`config.mk`:
```
export PLATFORM = sky130hd
export DESIGN_NAME = nec_ir_tx
export DESIGN_NICKNAME = d
export VERILOG_FILES = /design/src/rtl/nec_ir_tx.sv
export SDC_FILE = /design/constraint.sdc
export NUM_CORES = 1
export LEC_CHECK = 0
export CAP_MARGIN = 20
export CORE_ASPECT_RATIO = 1.2
export CORE_MARGIN = 2
export CORE_UTILIZATION = 60
export DETAILED_ROUTE_END_ITERATION = 6
export MAX_ROUTING_LAYER = met4
export PLACE_DENSITY = 0.8
export SYNTH_ARGS = -nofsm -noshare
export SYNTH_HDL_FRONTEND = slang
export SYNTH_SLANG_ARGS = --single-unit
```
`constraint.sdc`:
```
create_clock -name clk_in -period 3 [get_ports clk_in]
set_input_delay 0.3 -clock clk_in [delete_from_list [all_inputs] [get_ports clk_in]]
set_output_delay 0.3 -clock clk_in [all_outputs]
set_load 0.03 [all_outputs]
```
`src/rtl/nec_ir_tx.sv`:
```
// NEC infrared transmitter: sends an address/command frame or a repeat code as a
// pulse-distance envelope, plus a carrier-modulated LED drive. All outputs are registered.
module nec_ir_tx #(
    parameter int CLK_PER_US   = 1,
    parameter int CARRIER_DIV  = 26,
    parameter int CARRIER_HIGH = 9,
    parameter int GAP_US       = 40000
) (
    input  logic       clk_in,
    input  logic       rst_n,
    input  logic       start,
    input  logic       rep,
    input  logic [7:0] addr,
    input  logic [7:0] cmd,
    output logic       busy,
    output logic       done,
    output logic       ir_env,
    output logic       ir_out
);
    localparam int CW = (CARRIER_DIV > 1) ? $clog2(CARRIER_DIV) : 1;

    // Terminal values of the duration counter (cycle count minus one).
    localparam logic [23:0] LEAD_MARK_M1  = 24'(9000 * CLK_PER_US - 1);
    localparam logic [23:0] LEAD_SPACE_M1 = 24'(4500 * CLK_PER_US - 1);
    localparam logic [23:0] REP_SPACE_M1  = 24'(2250 * CLK_PER_US - 1);
    localparam logic [23:0] SHORT_M1      = 24'(560 * CLK_PER_US - 1);
    localparam logic [23:0] LONG_M1       = 24'(1690 * CLK_PER_US - 1);
    localparam logic [23:0] GAP_M1        = 24'(GAP_US * CLK_PER_US - 1);

    localparam logic [CW-1:0] CAR_LAST = CW'(CARRIER_DIV - 1);
    localparam logic [CW-1:0] CAR_HIGH = CW'(CARRIER_HIGH);

    typedef enum logic [2:0] {
        IDLE,
        LEAD_MARK,
        LEAD_SPACE,
        BIT_MARK,
        BIT_SPACE,
        STOP_MARK,
        GAP
    } state_t;

    state_t        state_q;
    logic [23:0]   dur_q;
    logic [23:0]   dur_end;
    logic          dur_last;
    logic [CW-1:0] carr_q;
    logic [CW-1:0] carr_d;
    logic [4:0]    bit_cnt_q;
    logic [31:0]   shift_q;
    logic          rep_q;
    logic          busy_q;
    logic          done_q;
    logic          env_q;
    logic          out_q;

    always_comb begin
        dur_end = '0;
        unique case (state_q)
            LEAD_MARK:           dur_end = LEAD_MARK_M1;
            LEAD_SPACE:          dur_end = rep_q ? REP_SPACE_M1 : LEAD_SPACE_M1;
            BIT_MARK, STOP_MARK: dur_end = SHORT_M1;
            BIT_SPACE:           dur_end = shift_q[0] ? LONG_M1 : SHORT_M1;
            GAP:                 dur_end = GAP_M1;
            default:             dur_end = '0;
        endcase
    end

    assign dur_last = (dur_q == dur_end);
    assign carr_d   = (carr_q == CAR_LAST) ? '0 : carr_q + CW'(1);

    // Every mark is entered with the carrier counter at 0, so its first cycle drives high.
    always_ff @(posedge clk_in or negedge rst_n) begin
        if (!rst_n) begin
            state_q   <= IDLE;
            dur_q     <= '0;
            carr_q    <= '0;
            bit_cnt_q <= '0;
            shift_q   <= '0;
            rep_q     <= 1'b0;
            busy_q    <= 1'b0;
            done_q    <= 1'b0;
            env_q     <= 1'b0;
            out_q     <= 1'b0;
        end else begin
            done_q <= 1'b0;
            if (state_q == IDLE) begin
                if (start) begin
                    state_q   <= LEAD_MARK;
                    busy_q    <= 1'b1;
                    env_q     <= 1'b1;
                    out_q     <= 1'b1;
                    carr_q    <= '0;
                    dur_q     <= '0;
                    rep_q     <= rep;
                    shift_q   <= {~cmd, cmd, ~addr, addr};
                    bit_cnt_q <= '0;
                end
            end else if (!dur_last) begin
                dur_q <= dur_q + 24'd1;
                if (env_q) begin
                    carr_q <= carr_d;
                    out_q  <= (carr_d < CAR_HIGH);
                end
            end else begin
                dur_q  <= '0;
                carr_q <= '0;
                unique case (state_q)
                    LEAD_MARK: begin
                        state_q <= LEAD_SPACE;
                        env_q   <= 1'b0;
                        out_q   <= 1'b0;
                    end
                    LEAD_SPACE: begin
                        state_q <= rep_q ? STOP_MARK : BIT_MARK;
                        env_q   <= 1'b1;
                        out_q   <= 1'b1;
                    end
                    BIT_MARK: begin
                        state_q <= BIT_SPACE;
                        env_q   <= 1'b0;
                        out_q   <= 1'b0;
                    end
                    BIT_SPACE: begin
                        state_q   <= (bit_cnt_q == 5'd31) ? STOP_MARK : BIT_MARK;
                        shift_q   <= {1'b0, shift_q[31:1]};
                        bit_cnt_q <= bit_cnt_q + 5'd1;
                        env_q     <= 1'b1;
                        out_q     <= 1'b1;
                    end
                    STOP_MARK: begin
                        state_q <= GAP;
                        env_q   <= 1'b0;
                        out_q   <= 1'b0;
                    end
                    GAP: begin
                        state_q <= IDLE;
                        busy_q  <= 1'b0;
                        done_q  <= 1'b1;
                    end
                    default: begin
                        state_q <= IDLE;
                        busy_q  <= 1'b0;
                        env_q   <= 1'b0;
                        out_q   <= 1'b0;
                    end
                endcase
            end
        end
    end

    assign busy   = busy_q;
    assign done   = done_q;
    assign ir_env = env_q;
    assign ir_out = out_q;

endmodule

```
## Yosys cells after proc, flatten, opt, wreduce, memory -nomap -nowiden

Cells that the tools add are included.
W data, S select, Z words.

- Word-level logic and storage cells: 80
- Register bits: 74
- Output and inout port bits: 4
- Bits in latches: 0
- Input bits: 20
- RAM bits: 0
- ROM bits: 0
- Memories: 0

- Shift operators: 0
- Multiply operators: 0
- Eq/ne operators: 13
- Add/subtract/negate cells: 3
- Div/mod/pow operators: 0
- Mux-type cells: 37
- Order comparisons: 1
- Reductions and logical operators: 14
- Bitwise logic cells: 2

Operator list:

| cell | count |
|---|---|
| $mux W32 | 4 |
| $pmux W16 S5 | 1 |
| $mux W24 | 3 |
| $mux W5 | 8 |
| $add A24 B1 Y24 const B | 1 |
| $eq A24 B24 Y1 | 1 |
| $not A8 Y8 | 2 |
| $mux W3 | 5 |
| $pmux W3 S5 | 1 |
| $mux W13 | 1 |
| $mux W1 | 12 |
| $reduce_and A3 Y1 | 4 |
| $mux W11 | 1 |
| $add A5 B1 Y5 const B | 2 |
| $eq A5 B5 Y1 const B | 2 |
| $eq A3 B3 Y1 const B | 3 |
| $eq A3 B2 Y1 const B | 2 |
| $reduce_and A2 Y1 | 3 |
| $lt A5 B4 Y1 const B | 1 |
| $reduce_or A5 Y1 | 1 |
| $ne A2 B2 Y1 const B | 2 |
| $reduce_bool A2 Y1 | 2 |
| $reduce_or A2 Y1 | 2 |
| $eq A3 B1 Y1 const B | 1 |
| other kinds (5) | 5 |

## Longest topological paths before layout

- Depth after elaboration: 6
- Gate-level depth with buffers: 11
- Gate-level depth less buffers: 8

## Least setup slack after synthesis

Ideal clock, no wire load.

- Path type: flip-flop to flip-flop
- Start: register state_q[2]
- End: register shift_q[10]
- Path slack: 0.426 ns
- Path buffers: 3
- Arrival: 2.446 ns
- Data required time: 2.872 ns
- Period minus slack after synthesis: 2.574 ns
- Library setup time: 0.128 ns
- Stages on the path, launching flop included: 11
- Cell sequence: dfrtp_1 -> buf_2 -> buf_2 -> nor3b_1 -> xnor2_1 -> nand4_1 -> nor4_1 -> nand4_1 -> a21oi_2 -> buf_4 -> mux2_1

- Longest elaborated chain between the ends: 6
- Elaborated cells on any way between the ends: 15
- Those cells by class: eq/ne (8); mux (2); reduce/logical (5)

RTL lines:

| what | RTL line | text |
|---|---|---|
| start, declared | 43 | `state_t state_q;` |
| start signal, assigned | 115 | `state_q <= rep_q ? STOP_MARK : BIT_MARK;` |
| start signal, assigned | 125 | `state_q <= (bit_cnt_q == 5'd31) ? STOP_MARK : BIT_MARK;` |
| $eq A3 B3 Y1 / $eq A3 B2 Y1 (equally long branches) | 59 | `unique case (state_q)` |
| $reduce_or A2 Y1 | 59 |  |
| $pmux W16 S5 | 59 |  |
| $eq A24 B24 Y1 | 69 | `assign dur_last = (dur_q == dur_end);` |
| $reduce_bool A2 Y1 (no line) | -- |  |
| $reduce_and A3 Y1 (no line) | -- |  |
| end signal, assigned | 96 | `shift_q <= {~cmd, cmd, ~addr, addr};` |
| end signal, assigned | 126 | `shift_q <= {1'b0, shift_q[31:1]};` |
| end, declared | 50 | `logic [31:0] shift_q;` |

Parallel ways exist; a longest one is shown, timed or not.
A chain may end at the register's enable or synchronous reset.

## Worst setup path after layout

- Start: register state_q[2]
- End: register shift_q[23]

Same word-level chain as after synthesis.

==> run_results.csv <==
group,metric,value,unit
detailed_routing,route.top_layer_used,"met4",
floorplanning,io_pins,24,
worst_hold_path,hp-class,"in2async",
clock_network,root_buffer,"clkbuf_8",
synth,synth_edf_count,0,
floorplanning,coreArea,7230,µm²
detailed_routing,vias,3753,
synth,synth_area_leaders,"dfrtp_1, mux2_1, nand2_1",
setup_path,crit_buf_inv,1,
grt,grt_pass1_vias,3643,
detailed_routing,wl_met1,4210,µm
synth,netlist_instances,486,
setup_path,cp_slowest_cell,"or4_1",
floorplanning,num_rows,34,
synth,synth.distinct_cells,55,
setup_path,critical_path_arrival,3060,ps
grt,grt_first_pass_wirelength,16800,µm
synth,yosysTopAreaCell,"dfrtp_1",
final_layout,syn2layout_area_growth,12.8,%
final_layout,multiInputGateArea,2410,µm²
floorplanning,start_util,61.6,%
final_layout,final_nets,527,
synth,synthesis.area,4460,µm²
place,gp_congestion,0.927,
synth,syn_nets,511,
detailed_routing,dr_wl_met3,442,µm
place,post-place-ws,187,ps
clock_network,cts.sinks,74,
timing,setup_tns,0,ps
detailed_routing,antenna_left,0,
timing,fin_crit,2820,ps
timing,period_share,94.0,%
final_layout,mostFrequentLayoutCell,"dfrtp_1",
outcome,status,"completed",
pwr,leakage,1.97,nW
synth,yosysWarnings,0,
synth,synth_top_area_share,41.5,%
timing,relSlewSlack,37.9,%
floorplanning,dieArea,8140,µm²
clock_network,clockBufferDepth,2,
place,numPlacedInstances,581,
clock_network,numCtsBuffers,9,
clock_network,worstSkewPairLatency,360,ps
timing,finalClockSkew,11.6,ps
setup_path,start_kind,"flop",
synth,yosysSeqAreaShare,41.5,%
final_layout,drive_above_1_share,12.0,%
pwr,powerDensity,378,nW/µm²
detailed_routing,routedWlPerCell,16.7,µm
timing,hold_violations,0,
timing,clock.fmax,355,MHz
setup_path,cp_max_fo,31,
detailed_routing,drc,0,
timing,rsz0062_at_grt,"false",
final_layout,final_util,69.5,%
setup_path,critPathKind,"reg2reg",
timing,setup_slack,179,ps
clock_network,h-tree-depth,3,
detailed_routing,dr.first_iter.drc_count,291,
final_layout,finalNonFillerCells,597,
flow_run,drv_cap,0,
grt,grt_max_degree,75,
floorplanning,fp.dieH,98.4,µm
final_layout,mostFrequentLayoutCells,"dfrtp_1, nand2_1, o21ai_0",
detailed_routing,firstDrtPassIters,5,
synth,avgSynthCellArea,9.17,µm²
grt,grt_usage,27.6,%
place,port_buffers,23,
place,dp_hpwl,6780,µm
synth,synthFlopType,"dfrtp_1",
detailed_routing,vias_per_cell,6.29,
clock_network,tritoncts,"built",
synth,async_reset_ff_share,100,%
setup_path,crit_required,3240,ps
floorplanning,die_w,82.7,µm
detailed_routing,drt-total-wl,9950,µm
synth,synth-seq-cells,74,
final_layout,nFillCells,566,
grt,overflow,0,
clock_network,ctsHoldBuffers,0,
grt,antenna_found_initial,0,
setup_path,crit_family,"simple AND/OR/NAND/NOR gates",
setup_path,cp_slowest_stage_delay,550,ps
final_layout,n_antenna_cell,0,
clock_network,path_clk_slew,80,ps
timing,slew_viol_final,0,
final_layout,seqCellArea,1850,µm²
detailed_routing,wl_met2,4940,µm
setup_path,cp_cell_sequence,"or4_1 -> a31oi_1 -> nor3_1 -> nor4b_2 -> nand4_1 -> a21oi_4 -> buf_12 -> mux2_1",
timing,worst_pin_slew,931,ps
pwr,peakVddDrop,0.347,mV
setup_path,end_kind,"flop",
timing,setup_viol,0,
## power by group
group	switching [mW]	internal, mW	total, mW	leakage (nW)
clock network	0.401	0.412	0.813	0.104
registers	0.00643	1.01	1.01	0.775
logic	0.0353	0.0382	0.0735	1.09
total	0.442	1.46	1.90	1.97
## final timing paths
path	start	end	slack (ps)	cells past startpoint
hold / removal	rst_n	dur_q[10]$_DFFE_PN0P_	50	1
min in group clk_in	shift_q[17]$_DFFE_PN0P_	shift_q[17]$_DFFE_PN0P_	490	1
setup / recovery	state_q[2]$_DFFE_PN0P_	shift_q[23]$_DFFE_PN0P_	180	8
setup reg to reg	state_q[2]$_DFFE_PN0P_	shift_q[23]$_DFFE_PN0P_	180	8
max in group asynchronous	rst_n	state_q[2]$_DFFE_PN0P_	2270	1
hold reg to reg	shift_q[17]$_DFFE_PN0P_	shift_q[17]$_DFFE_PN0P_	490	1
## cell usage after synthesis (all sizes together) (6+ instances only)
cell,number
nand2b,7
a31oi,9
nand4,12
a21oi,12
clkbuf,22
nor3,8
o211ai,6
mux2,47
nand3,32
or3,11
dfrtp,74
nor2,24
and3,14
o21ai,34
mux2i,10
buf,15
nand2,61
inv,13
## flip-flops by register name, summed over array words and instances (netlist names)
register   cells
bit_cnt_q      5
busy           1
carr_q         5
done           1
dur_q         24
ir_env         1
ir_out         1
rep_q          1
shift_q       32
state_q        3
## cells by family after synthesis
| family | count (synthesis) | share of synthesized area, % |
|---|---|---|
| xor+xnor | 4 | 0.786 |
| fa+ha+maj | 5 | 1.40 |
| mux | 57 | 14.1 |
| buf+inv | 50 | 4.72 |
| simple gates | 196 | 22.5 |
| compound gates | 100 | 14.9 |
| flops | 74 | 41.5 |
## per-stage QoR
stage,instance area [µm²],hold WS [ps],total power [mW]
global placement,4820,463,1.11
detailed placement,4820,475,1.11
floorplan,4460,4.41,1.05
CTS,5020,105,1.91
global route,5030,140,1.97
finish,5030,53.3,1.90
## routing by layer
metal,GRT usage (%),vias to the layer above
li1,-,1814
met1,33.5,1800
met2,43.8,103
met3,4.95,36
met4,13.6,0
met5,-,-
## cell type report
class	count	area share, %
Clock inverter	5	1.22
Sequential cell	74	36.9
Timing Repair Buffer	42	7.86
Tap cell	90	2.24
Multi-Input combinational cell	362	48.0
Clock buffer	11	2.81
Inverter	13	0.970
## what timing repair did
item | CTS | global route
setup endpoints to repair | 0 | 33
gates resized for setup | 0 | 2
setup buffers | 0 | 0
No activity file was read; power rests on OpenSTA's default activity.
==> patch (same flow settings) <==
Register the output `done` once more, cleared by the reset; this adds one clock of latency there. The other outputs are not delayed to match.
--- a/src/rtl/nec_ir_tx.sv
+++ b/src/rtl/nec_ir_tx.sv
@@ -150,7 +150,13 @@
     end
 
     assign busy   = busy_q;
-    assign done   = done_q;
+    always_ff @(posedge clk_in or negedge rst_n) begin
+        if (!rst_n) begin
+            done <= '0;
+        end else begin
+            done <= done_q;
+        end
+    end
     assign ir_env = env_q;
     assign ir_out = out_q;
 
Formal check against the unedited RTL: no difference found for any inputs over 10 cycles, from zero or initial values and one cycle with rst_n low; that may be too few to reach the edited logic, so the function may still have changed.
==> patch against the original RTL <==
  * Routed wire length rose by 7.4%
  * Sequential cell count grew 1
  * Combinational power is 8.3% higher
  * Synthesized area increased by 4.2%
  * Worst hold slack gained 0.017 ns
  * Setup slack got worse by 0.035 ns
  * Design area rose by 3.0%
  * Fmax shrank 1.2%
  * Total power increased by 8.8%
  * Critical path type unchanged
  * Critical endpoint is now shift_q[24]$_DFFE_PN0P_
==> patch: results (changes against the original RTL) <==
| Metric | Value |
|---|---|
| Pre-CTS setup slack | 0.205 ns (+0.0171 ns) |
| Unique cell type count in the Yosys netlist | 63 (+15%) |
| Status | complete, no violations |
| HPWL Detailed | 7270 um (+7.2%) |
| Routability cong. | 0.965 (+4.2%) |
| Layout cells sized above 1 | 0.137 (+0.0169) |
| Warnings from Yosys | 0 (unchanged) |
| Biggest regs | shift_q x32, dur_q x24 |
| Met3 usage | 0.0485 (-0.000931) |
| M1 GR Usage | 0.319 (-0.0163) |
| CTS Buffer Depth | 2 (unchanged) |
| H-tree levels | 3 (unchanged) |
| Initial antenna violation count | 0 (unchanged) |
| Cell family with most CP delay | simple AND/OR/NAND/NOR gates |
| Routed len/inst | 17.8 um (+6.5%) |
| Top cells by area, synth | dfrtp_1 (40%), mux2_1 (7.3%), a31oi_1 (4.7%), mux2_2 (4.1%), nand2_1 (3.6%) |
| Critical Path AT | 3.09 ns (+0.03 ns) |
| Net Count, Synth | 519 (+1.6%) |
| Maximum number of pins on one net before global-route repair | 76 (+1.3%) |
| Normalized max-slew margin | 0.375 (-0.00388) |
| CTS buffer count | 9 (unchanged) |
| TritonRoute pass-1 iters | 5 (unchanged) |
| Later-pin clock latency in the skew report | between 0.3 and 0.4 ns |
| Root buf cell | clkbuf_8 |
| # fillers | 583 (+3.0%) |
| Nets | 530 (+0.57%) |
| Comb pwr | 79.6 uW (+8.3%) |
| Vias in the first global route | 3891 (+6.8%) |
| Post-Syn Instances | 494 (+1.6%) |
| Seq pwr | approximately 1.0 mW |
| Peak supply drop | 0.000427 V (+23%) |
| Post-synth top cells | dfrtp_1 (75), nand2_1 (45), a31oi_1 (35), mux2_1 (30), o21ai_0 (29) |
| Pleak | 2.07 nW (+5.2%) |
| DRT iter0 DRCs | 348 (+20%) |
| Hold WC Path Type | input port to asynchronous set/reset pin |
| Max Clock Skew | 0.0109 ns (-0.000660 ns) |
| Switching pwr | 450 uW (+1.7%) |
| Gr usage total | 0.276 (+0.000343) |
| Placed Cells | 586 (+0.86%) |
| I/O Buffers | 23 (unchanged) |
| GR Util met2 | 0.462 (+0.0242) |
| First-pass GRT wire length | 18100 um (+7.5%) |
| CP Max Fanout | 30 (-3.2%) |
| Crit-path max cell delay | 0.55 ns (about the same) |
| Post-CTS setup buffers | 0 (unchanged) |
| Sequential area share after synthesis | 0.404 (-0.0113) |
| Vias per Instance | 6.51 (+3.5%) |
| Final wirelength | 10700 um (+7.4%) |
## patch: final cells by class
cell class	count	area, um^2	share of cell area
Multi-Input combinational cell	357	2470	0.477
Timing Repair Buffer	46	413	0.0797
Sequential cell	75	1880	0.363
Tap cell	92	115	0.0222
Inverter	16	60.1	0.0116
Clock inverter	6	113	0.0217
Clock buffer	10	128	0.0246
## patch: per-layer routing
layer / part of all wire / vias to the layer above
li1: - / 1851
met1: 0.41 / 1917
met2: 0.51 / 118
met3: 0.046 / 31
met4: 0.033 / 0
met5: 0 / -
## patch: cells by family after synthesis
| group | share of synthesized area |
|---|---|
| adder cells (fa/ha/maj) | 0.0135 |
| flip-flops | 0.404 |
| multiplexers | 0.131 |
| AO/OA/AOI/OAI | 0.199 |
| buffers and inverters | 0.0636 |
| XOR/XNOR | 0.00943 |
| AND/OR/NAND/NOR | 0.179 |
## patch: through the flow
stage / cell area [um^2] / utilization / total power, mW
after floorplan: 4640 / - / 1.07
after global placement: 4940 / 0.652 / 1.13
after detailed placement: 4940 / 0.652 / 1.13
after CTS: 5180 / 0.683 / 2.08
after global routing: 5180 / 0.683 / 2.13
final: 5180 / 0.683 / 2.07
## patch: path summary, 6_finish.rpt
check / depth (start not counted) / start / endpoint / slack (ns)
worst min-delay path: 1 / rst_n / dur_q[19]$_DFFE_PN0P_ / 0.07
min in group clk_in: 0 / done_q$_DFF_PN0_ / done$_DFF_PN0_ / 0.36
worst max-delay path: 8 / state_q[1]$_DFFE_PN0P_ / shift_q[24]$_DFFE_PN0P_ / 0.14
max in group asynchronous: 1 / rst_n / state_q[2]$_DFFE_PN0P_ / 2.26
worst max register to register: 8 / state_q[1]$_DFFE_PN0P_ / shift_q[24]$_DFFE_PN0P_ / 0.14
worst min register to register: 0 / done_q$_DFF_PN0_ / done$_DFF_PN0_ / 0.36
